File: config.mk
export PLATFORM = sky130hd
export DESIGN_NAME = voting_tally
export DESIGN_NICKNAME = d
export VERILOG_FILES = /design/src/rtl/voting_pkg.sv /design/src/rtl/voting_scan.sv /design/src/rtl/voting_tally.sv
export SDC_FILE = /design/constraint.sdc
export NUM_CORES = 1
export LEC_CHECK = 0
export CAP_MARGIN = 20
export CORE_MARGIN = 4
export CORE_UTILIZATION = 39
export CTS_BUF_LIST = sky130_fd_sc_hd__clkbuf_4 sky130_fd_sc_hd__clkbuf_8
export DETAILED_ROUTE_END_ITERATION = 8
export PLACE_DENSITY = 0.7
export REMOVE_ABC_BUFFERS = 1
export SETUP_SLACK_MARGIN = 0.3
export SLEW_MARGIN = 20
export SYNTH_ARGS = -nofsm -noshare
export SYNTH_HDL_FRONTEND = slang
export SYNTH_SLANG_ARGS = --single-unit
File: constraint.sdc
create_clock -name clk -period 3.15 [get_ports clk]
set_input_delay 0.4725 -clock clk [delete_from_list [all_inputs] [get_ports clk]]
set_output_delay 0.4725 -clock clk [all_outputs]
set_load 0.03 [all_outputs]
File: src/rtl/voting_pkg.sv
// Shared types and sizing helpers for the ballot tally block.
// Latency: none (package only).
// Backpressure: none (package only).
package voting_pkg;

    typedef enum logic [1:0] {
        IDLE = 2'd0,
        OPEN = 2'd1,
        SCAN = 2'd2,
        DONE = 2'd3
    } state_t;

    // Default sizing; instances recompute these from their own parameters.
    localparam int N_DEF = 2;
    localparam int M_DEF = 2;
    localparam int NC    = 1 << N_DEF;
    localparam int NV    = 1 << M_DEF;
    localparam int CW    = M_DEF + 1;

    // One ballot per voter caps a count at 2**m, which needs m+1 bits.
    function automatic int count_width(input int m);
        return m + 1;
    endfunction

endpackage

File: src/rtl/voting_scan.sv
// Sequential argmax over the tally array, one candidate per cycle, lowest index wins ties.
// Latency: go at edge t, index k evaluated at edge t+1+k, done pulses after edge t+NC.
// Backpressure: none; clr aborts a scan and clears the held result at once.
module voting_scan
    import voting_pkg::*;
#(
    parameter int N  = 2,
    parameter int CW = 3
) (
    input  logic                     clk,
    input  logic                     rst_n,
    input  logic                     clr,
    input  logic                     go,
    input  logic [(1<<N)-1:0][CW-1:0] tally,
    output logic                     busy,
    output logic                     done,
    output logic [N-1:0]             winner,
    output logic [CW-1:0]            best,
    output logic                     tie
);

    localparam int           NCS  = 1 << N;
    localparam logic [N-1:0] LAST = N'(NCS - 1);

    logic [N-1:0]  idx;
    logic [CW-1:0] cur;

    assign cur = tally[idx];

    // Walk the candidates, keeping the running maximum and a tie flag.
    always_ff @(posedge clk or negedge rst_n) begin
        if (!rst_n) begin
            busy   <= 1'b0;
            done   <= 1'b0;
            idx    <= '0;
            winner <= '0;
            best   <= '0;
            tie    <= 1'b0;
        end else if (clr) begin
            busy   <= 1'b0;
            done   <= 1'b0;
            idx    <= '0;
            winner <= '0;
            best   <= '0;
            tie    <= 1'b0;
        end else if (go) begin
            busy   <= 1'b1;
            done   <= 1'b0;
            idx    <= '0;
            winner <= '0;
            best   <= '0;
            tie    <= 1'b0;
        end else begin
            done <= 1'b0;
            if (busy) begin
                if (cur > best) begin
                    best   <= cur;
                    winner <= idx;
                    tie    <= 1'b0;
                end else if (cur == best && idx != '0) begin
                    tie <= 1'b1;
                end
                if (idx == LAST) begin
                    busy <= 1'b0;
                    done <= 1'b1;
                end else begin
                    idx <= idx + N'(1);
                end
            end
        end
    end

endmodule

File: src/rtl/voting_tally.sv
// Ballot intake with duplicate-voter rejection, per-candidate tallies and an argmax scan on close.
// Latency: ballot counted at next edge; done rises 2**N+1 edges after close is taken.
// Backpressure: vote_ready is high only while balloting is open; one ballot per cycle.
module voting_tally
    import voting_pkg::*;
#(
    parameter int N = 2,
    parameter int M = 2
) (
    input  logic                      clk,
    input  logic                      rst_n,
    input  logic                      start,
    input  logic                      vote_valid,
    output logic                      vote_ready,
    input  logic [N-1:0]              vote_cand,
    input  logic [M-1:0]              vote_voter,
    input  logic                      close,
    output logic                      rejected,
    output logic [count_width(M)-1:0] n_votes,
    output logic                      done,
    output logic [N-1:0]              winner,
    output logic [count_width(M)-1:0] winner_count,
    output logic                      tie
);

    localparam int TNC = 1 << N;
    localparam int TNV = 1 << M;
    localparam int TCW = count_width(M);

    state_t                    state;
    logic [TNC-1:0][TCW-1:0]   tally;
    logic [TNV-1:0]            bitmap;
    logic                      hs;
    logic                      scan_go;
    logic                      scan_busy;
    logic                      scan_done;

    // vote_ready is a registered decode of OPEN, so it gates the handshake directly.
    assign hs      = vote_valid & vote_ready;
    // start wins over close, so an aborting start never launches a scan.
    assign scan_go = (state == OPEN) & close & ~start;

    // Election FSM with ballot bookkeeping; start aborts from any non-idle state.
    always_ff @(posedge clk or negedge rst_n) begin
        if (!rst_n) begin
            state      <= IDLE;
            tally      <= '0;
            bitmap     <= '0;
            n_votes    <= '0;
            rejected   <= 1'b0;
            vote_ready <= 1'b0;
            done       <= 1'b0;
        end else begin
            rejected <= 1'b0;
            if (start) begin
                state      <= OPEN;
                tally      <= '0;
                bitmap     <= '0;
                n_votes    <= '0;
                vote_ready <= 1'b1;
                done       <= 1'b0;
            end else begin
                case (state)
                    OPEN: begin
                        if (hs) begin
                            if (bitmap[vote_voter]) begin
                                rejected <= 1'b1;
                            end else begin
                                bitmap[vote_voter] <= 1'b1;
                                tally[vote_cand]   <= tally[vote_cand] + TCW'(1);
                                n_votes            <= n_votes + TCW'(1);
                            end
                        end
                        if (close) begin
                            state      <= SCAN;
                            vote_ready <= 1'b0;
                        end
                    end
                    SCAN: begin
                        if (scan_done && !scan_busy) begin
                            state <= DONE;
                            done  <= 1'b1;
                        end
                    end
                    default: begin
                    end
                endcase
            end
        end
    end

    voting_scan #(
        .N  (N),
        .CW (TCW)
    ) u_scan (
        .clk    (clk),
        .rst_n  (rst_n),
        .clr    (start),
        .go     (scan_go),
        .tally  (tally),
        .busy   (scan_busy),
        .done   (scan_done),
        .winner (winner),
        .best   (winner_count),
        .tie    (tie)
    );

endmodule

==> results of run 1 <==
## flip-flops by register name, indices dropped and copies added, names as in the netlist, 2 cells and up
name           flops
bitmap             4
n_votes            3
state              2
tally             12
u_scan.best        3
u_scan.idx         2
u_scan.winner      2
## cell families after synthesis
family,after synthesis,share of synthesized area
xor gates and xnor gates,8,0.0401
muxes,20,0.165
adders and majority gates,7,0.0502
and+or+nand+nor,57,0.181
AOI/OAI and AO/OA,13,0.0409
DFF,34,0.487
buffers and inverters,15,0.0351
## worst paths after layout
path | slack [ns] | startpoint | cells past startpoint | end
worst max-delay path | 0.67 | u_scan.idx[0]$_DFFE_PN0P_ | 7 | u_scan.best[1]$_DFFE_PN0P_
worst min-delay path | 0.51 | done$_DFFE_PN0P_ | 2 | done$_DFFE_PN0P_
worst max register to register | 0.67 | u_scan.idx[0]$_DFFE_PN0P_ | 7 | u_scan.best[1]$_DFFE_PN0P_
worst min register to register | 0.51 | done$_DFFE_PN0P_ | 2 | done$_DFFE_PN0P_
max in group asynchronous | 2.24 | rst_n | 2 | u_scan.best[1]$_DFFE_PN0P_
min in group asynchronous | 0.60 | rst_n | 2 | u_scan.tie$_DFFE_PN0P_
## through the flow
step	total power [mW]	hold slack (ns)
5_1_grt	0.992	0.542
6_report	0.951	0.512
4_1_cts	0.960	0.512
2_1_floorplan	0.533	0.177
3_3_place_gp	0.582	0.473
3_5_place_dp	0.587	0.493
## metal layers
metal	share of wire	vias to the layer above	track usage
li1	-	569	-
met2	0.50	31	0.221
met4	0.019	0	0.0534
met3	0.048	10	0.0347
met1	0.43	567	0.178
met5	0	-	0
## synth_stat cells (all sizes together), types with 2 or more instances
| cell type | number | area, um2 |
|---|---|---|
| a21oi | 8 | 40.0 |
| a31oi | 2 | 12.5 |
| buf | 2 | 12.5 |
| clkbuf | 5 | 18.8 |
| dfrtp | 34 | 851 |
| ha | 7 | 87.6 |
| inv | 8 | 30.0 |
| mux2i | 13 | 130 |
| mux4 | 7 | 158 |
| nand2 | 5 | 18.8 |
| nand2b | 4 | 25.0 |
| nor2 | 34 | 128 |
| nor2b | 3 | 18.8 |
| nor3 | 2 | 21.3 |
| nor3b | 3 | 45.1 |
| xnor2 | 6 | 52.6 |
| xor2 | 2 | 17.5 |
## layout make-up
class,instances,area [um2],share of cell area
Multi-Input combinational cell,105,837,0.397
Sequential cell,34,851,0.404
Timing Repair Buffer,22,215,0.102
Tap cell,52,65.1,0.0309
Inverter,8,30.0,0.0142
Clock buffer,8,110,0.0522
## critical path, cell delays in order (launching register included)
cell and delay [ns]:
dfrtp_1 0.55, mux4_2 0.60, ha_1 0.32, nor2b_1 0.12, o21ai_0 0.10, a21oi_2 0.36, mux2i_1 0.24, nor2_1 0.06
## power groups by stage
stage / logic [mW] / clock network, mW / registers (mW)
finish: 0.112 / 0.373 / 0.466
global route: 0.123 / 0.400 / 0.468
CTS: 0.113 / 0.381 / 0.466
detailed placement: 0.112 / 0 / 0.475
global placement: 0.108 / 0 / 0.474
floorplan: 0.0554 / 0 / 0.478
## layout by cell type (no fill, tap or decap), drive strengths merged, types with 3 or more instances in the layout
master,synthesis,layout
a21oi,8,8
clkbuf,5,8
clkdlybuf4s50,0,20
dfrtp,34,34
ha,7,7
inv,8,8
mux2i,13,13
mux4,7,7
nand2,5,5
nand2b,4,4
nor2,34,34
nor2b,3,3
nor3b,3,3
xnor2,6,6
## timing repair
| action | 4_1_cts | 5_1_grt |
|---|---|---|
| endpoints found under the hold margin | 0 | 0 |
| gates resized for setup | 0 | 1 |
| endpoints found under the setup margin | 0 | 1 |
==> flow_summary.yaml, run 1 <==
floorplan:
  ios: 21
  fp.dieArea_um2: 5610
  start_util: 0.401
  core_um2: 4350
  die_x_um: 74.9
  rows: 24
  die_h_um: 74.9
setup_path:
  worst_setup_path_end_kind: "flop"
  required_ns: 3.31
  cp_max_fo: 7
  arrival_ns: 2.65
  critPathKind: "flop to flop"
  start_kind: "flop"
job:
  drv_cap: 0
final_layout:
  fin_nets: 192
  final_core_util: 0.484
  diodes: 0
  final_cell_area_um2: 2110
  drive_gt1_frac: 0.136
  stdcell_count: 229
  area_growth_pct: 20.8
  fill_cells: 387
timing:
  tightest_slew_ns: 0.437
  setup_viol_count_final: 0
  clock_skew_ns: 0.00173
  fin_ws_ns: 0.666
  fmax_mhz: 403
  slew_headroom: 0.708
  final.setup.tns_ns: 0
  hold_viol_final: 0
  fin_crit_sh: 0.789
  min_period_ns: 2.48
  slew_violations: 0
  rsz0062_at_grt: "false"
clock_network:
  cts_buffer_depth: 2
  cts_buffers: 5
  post-cts-setup-buffers: 0
  ctsHoldBuffers: 0
  cts_sinks: 34
  h-tree-depth: 2
  cts-root-buf: "clkbuf_8"
  cts_tree: "built"
  clkLatencyLatePin_ns: 0.29
  clk_pin_slew_ns: 0.07
global_route:
  antenna_found_initial: 0
  grt_max_degree: 35
  grtUsageTotal: 0.137
  grt_pass1_wl_um: 5750
  overflow: 0
  grt_pass1_vias: 1218
outcome:
  status: "finished, final reports clean"
detailed_routing:
  ant_nets: 0
  via_count: 1177
  totalWireLength_um: 3400
  wire_per_inst_um: 14.9
  drtIter0Drc: 86
  first_pass_iters: 4
  vias_per_cell: 5.14
  drc: 0
logic_synthesis:
  ys_ff_latch: 34
  synth.distinct_cells: 29
  synth_flop_cell: "dfrtp_1"
  ys_seq_area_frac: 0.487
  async_flop_share: 1.00
  synth_area_per_cell_um2: 11.3
  synth_edf_count: 0
  synth_cells: 154
  ys_warn_count: 0
  syn-cell-area_um2: 1750
placement:
  gp_congestion: 0.860
  place_worst_setup_slack_ns: 0.469
  hpwl_um: 2500
  port_buffers: 20
  placed_cell_area_um2: 1990
  placed_cells: 221
power:
  vdd.ir_drop.worst_mv: 0.343
  combPwrFrac: 0.117
  share_seq_of_total_power: 0.490
  swShare: 0.242
  clockPowerShare: 0.392
  power_density_nw_per_um2: 451
  p_sw_mw: 0.230
  leakage_nw: 0.909
  cell_internal_pwr_mw: 0.720
min_path:
  min_path_type: "flop to flop"
Note: power is estimated with default switching activity, not from simulation.
==> run 2, diff against run 1 <==
PLACE_DENSITY = 0.72   (was 0.7)
clock period = 2 ns   (was 3.15 ns; I/O delays follow)
==> flow_summary.yaml, run 2 (same netlist as run 1, synthesis figures left out) <==
global_route:
  grt_pass1_wl_um: 6170
  grt_pass1_vias: 1324
  antenna_found_initial: 0
  grt_max_degree: 35
  overflow: 0
  grtUsageTotal: 0.149
placement:
  port_buffers: 20
  hpwl_um: 2600
  placed_cells: 243
  gp_congestion: 0.777
  place_worst_setup_slack_ns: -0.392
detailed_routing:
  via_count: 1274
  totalWireLength_um: 3780
  wire_per_inst_um: 14.7
  first_pass_iters: 4
  vias_per_cell: 4.96
  drc: 0
  ant_nets: 0
  drtIter0Drc: 53
floorplan:
  die_h_um: 74.9
  ios: 21
  fp.dieArea_um2: 5610
  core_um2: 4350
  rows: 24
  die_x_um: 74.9
  start_util: 0.401
clock_network:
  ctsHoldBuffers: 0
  cts_sinks: 34
  cts_buffers: 5
  clkLatencyLatePin_ns: 0.28
  cts_buffer_depth: 2
  cts_tree: "built"
  h-tree-depth: 2
  clk_pin_slew_ns: 0.07
  cts-root-buf: "clkbuf_8"
power:
  combPwrFrac: 0.155
  cell_internal_pwr_mw: 1.09
  leakage_nw: 1.10
  p_sw_mw: 0.371
  share_seq_of_total_power: 0.500
  vdd.ir_drop.worst_mv: 0.383
  clockPowerShare: 0.345
  power_density_nw_per_um2: 604
  swShare: 0.254
timing:
  clock_skew_ns: 0.00665
  final.setup.tns_ns: -0.924
  fin_crit_sh: 1.08
  rsz0062_at_grt: "true"
  fmax_mhz: 462
  min_period_ns: 2.16
  hold_viol_final: 0
  tightest_slew_ns: 0.435
  setup_viol_count_final: 6
  slew_headroom: 0.710
  slew_violations: 0
  fin_ws_ns: -0.163
final_layout:
  area_growth_pct: 38.6
  reg_top3: "tally (12), bitmap (4)"
  fin_nets: 221
  diodes: 0
  largest_reg_flops: 12
  stdcell_count: 257
  top_register: "tally"
  drive_gt1_frac: 0.307
  mostFrequentLayoutCells: "nor2_1, dfrtp_1, buf_4"
setup_path:
  critPathKind: "flop to flop"
  start_kind: "flop"
  r2r_end: "u_scan.best[0]$_DFFE_PN0P_"
  crit_start: "u_scan.idx[0]$_DFFE_PN0P_"
  rrSetupSlack_ns: -0.16
  arrival_ns: 2.32
  r2r_start: "u_scan.idx[0]$_DFFE_PN0P_"
  cp_max_fo: 4
  worst_setup_path_end_kind: "flop"
  r2r_cells: 8
  required_ns: 2.16
outcome:
  failed_checks: "negative setup slack"
  status: "finished, violations left"
min_path:
  min_path_type: "primary input to async pin"
job:
  drv_cap: 0
==> run 2: final cells by class <==
cell class	instances	area, um2
timing repair buffer	51	469
tap	52	65.1
sequential	34	852
multi-input combinational	105	918
fill	376	1940
clock buffer	7	83.8
inverter	8	30.0
==> run 2: how the worst max path moves through the flow <==
| stage | to | slack [ns] | depth (start not counted) |
|---|---|---|---|
| finish | u_scan.best[0]$_DFFE_PN0P_ | -0.16 | 8 |
| global route | u_scan.best[1]$_DFFE_PN0P_ | -0.26 | 8 |
| CTS | u_scan.best[1]$_DFFE_PN0P_ | -0.18 | 8 |
| detailed placement | tally[8]$_DFFE_PN0P_ | -0.39 | 6 |
| global placement | tally[8]$_DFFE_PN0P_ | -0.29 | 6 |
| floorplan | u_scan.best[0]$_DFFE_PN0P_ | -0.35 | 7 |
==> run 2: what timing repair did <==
item / in CTS / in global routing
setup endpoints to repair: 20 / 19
pin swaps: 7 / 12
buffers inserted: 1 / 6
gates resized for setup: 12 / 16
==> run 2: layer usage <==
metal | global-route usage | vias up | wire [um]
li1 | - | 618 | -
met1 | 0.193 | 632 | 1680
met2 | 0.238 | 18 | 1930
met3 | 0.0401 | 6 | 113
met4 | 0.0593 | 0 | 60
met5 | 0 | - | 0
==> run 2: through the flow <==
stage | cell area [um2] | util | power [mW] | hold WS [ns]
finish | 2420 | 0.555 | 1.46 | 0.425
global route | 2420 | 0.555 | 1.53 | 0.464
floorplan | 1710 | - | 0.840 | 0.00441
global placement | 2160 | 0.496 | 0.943 | 0.478
detailed placement | 2160 | 0.496 | 0.948 | 0.490
CTS | 2290 | 0.525 | 1.46 | 0.443
==> run 2: power groups by stage <==
stage | Clock (mW) | Sequential [mW] | Combinational, mW
after detailed placement | 0 | 0.744 | 0.204
after global placement | 0 | 0.743 | 0.200
after global routing | 0.544 | 0.734 | 0.249
after CTS | 0.520 | 0.732 | 0.208
final | 0.504 | 0.731 | 0.226
after floorplan | 0 | 0.753 | 0.0873
==> run 2: critical path, stage by stage (launching register included) <==
cell and delay, ns:
dfrtp_2 0.43, mux4_2 0.57, ha_4 0.29, nor2b_4 0.13, o21ai_2 0.07, a21oi_2 0.16
buf_4 0.15, mux2i_1 0.19, nor2_1 0.05
==> run 3, diff against run 2 <==
PLACE_DENSITY = 0.7   (was 0.72)
clock period = 2.4 ns   (was 2 ns; I/O delays follow)
==> flow_summary.yaml, run 3 (same netlist as run 1, synthesis figures left out) <==
setup_path:
  critPathKind: "flop to flop"
  r2r_end: "u_scan.best[2]$_DFFE_PN0P_"
  worst_setup_path_end_kind: "flop"
  critPathMaxStageDelay_ns: 0.56
  cp_cell_sequence: "mux4_2 -> ha_4 -> nor2b_4 -> o21ai_2 -> a21oi_1 -> buf_4 -> mux2i_2 -> nor2_1"
  arrival_ns: 2.33
  crit_family: "multiplexers"
  r2r_start: "u_scan.idx[0]$_DFFE_PN0P_"
  cp_max_fo: 6
  rrSetupSlack_ns: 0.23
  path_buf_inv: 1
  crit_start: "u_scan.idx[0]$_DFFE_PN0P_"
  start_kind: "flop"
  slowest_stage: "mux4_2"
  required_ns: 2.56
  r2r_cells: 8
floorplan:
  fp.dieArea_um2: 5610
  die_x_um: 74.9
  start_util: 0.401
  die_h_um: 74.9
  rows: 24
  ios: 21
  core_um2: 4350
timing:
  rsz0062_at_grt: "true"
  clock_skew_ns: 0.00312
  tightest_slew_ns: 0.438
  hold_viol_final: 0
  setup_viol_count_final: 0
  final.setup.tns_ns: 0
  min_period_ns: 2.17
  slew_headroom: 0.708
  slew_violations: 0
  fin_crit_sh: 0.905
  fmax_mhz: 461
clock_network:
  cts_buffer_depth: 2
  clk_pin_slew_ns: 0.07
  ctsHoldBuffers: 0
  cts_sinks: 34
  cts-root-buf: "clkbuf_8"
  cts_buffers: 5
  cts_tree: "built"
  h-tree-depth: 2
  clkLatencyLatePin_ns: 0.28
job:
  drv_cap: 0
final_layout:
  seq_area_um2: 852
  final_core_util: 0.505
  fin_nets: 200
  fill_cells: 375
  layout_commonest_cell: "nor2_1"
  final_cell_area_um2: 2200
  area_growth_pct: 26.1
  diodes: 0
  multiInputGateArea_um2: 881
  top_register: "tally"
  largest_reg_flops: 12
  mostFrequentLayoutCells: "nor2_1, dfrtp_1, clkdlybuf4s50_1"
  reg_top3: "tally (12), bitmap (4)"
  drive_gt1_frac: 0.205
power:
  leakage_nw: 0.966
  vdd.ir_drop.worst_mv: 0.346
  power_density_nw_per_um2: 547
  power_mw: 1.20
global_route:
  antenna_found_initial: 0
  grtUsageTotal: 0.152
  grt_max_degree: 35
  grt_pass1_wl_um: 6290
  overflow: 0
  grt_pass1_vias: 1289
detailed_routing:
  ant_nets: 0
  drc: 0
  wire_per_inst_um: 15.1
  via_count: 1221
  first_pass_iters: 4
  drtIter0Drc: 71
  totalWireLength_um: 3590
  vias_per_cell: 5.15
outcome:
  status: "finished, final reports clean"
placement:
  hpwl_um: 2630
  port_buffers: 20
  placed_cell_area_um2: 2030
  gp_congestion: 0.872
min_path:
  min_path_type: "primary input to async pin"
==> run 3: per-layer routing <==
metal	wire, um	global-route usage	vias up
met5	0	0	-
met4	57	0.0593	0
met3	127	0.0360	5
met2	1830	0.259	24
met1	1570	0.185	614
li1	-	-	578
==> run 3: cell type report <==
class                           count  share of cell area
Clock buffer                        7              0.0409
Clock inverter                      1             0.00227
Inverter                            8              0.0136
Multi-Input combinational cell    105               0.400
Sequential cell                    34               0.387
Tap cell                           52              0.0296
Timing Repair Buffer               30               0.126
==> run 3: worst max path at each step <==
stage,slack (ns),endpoint,cells after the start
after floorplan,0.05,u_scan.best[0]$_DFFE_PN0P_,7
after global placement,0.06,tally[8]$_DFFE_PN0P_,6
after detailed placement,0.003,tally[8]$_DFFE_PN0P_,6
after CTS,0.23,u_scan.best[2]$_DFFE_PN0P_,8
after global routing,0.11,u_scan.best[2]$_DFFE_PN0P_,8
final,0.23,u_scan.best[2]$_DFFE_PN0P_,8
==> run 3: what timing repair did <==
item | in CTS | in global routing
setup buffers | 2 | 1
gates resized for setup | 6 | 3
setup endpoints to repair | 6 | 13
pin swaps | 3 | 4
==> run 3: power by group <==
group          internal (mW)  total [mW]  switching [mW]
combinational         0.0751       0.158          0.0829
clock                  0.242       0.436           0.193
sequential             0.590       0.611          0.0205
total                  0.908        1.20           0.296
==> run 3: stage by stage <==
step,instances,hold slack (ns),setup WS [ns]
final,237,0.498,0.229
after global routing,237,0.529,0.107
after global placement,226,0.478,0.0553
after CTS,236,0.503,0.229
after detailed placement,226,0.489,0.00334
after floorplan,147,0.0644,0.0454
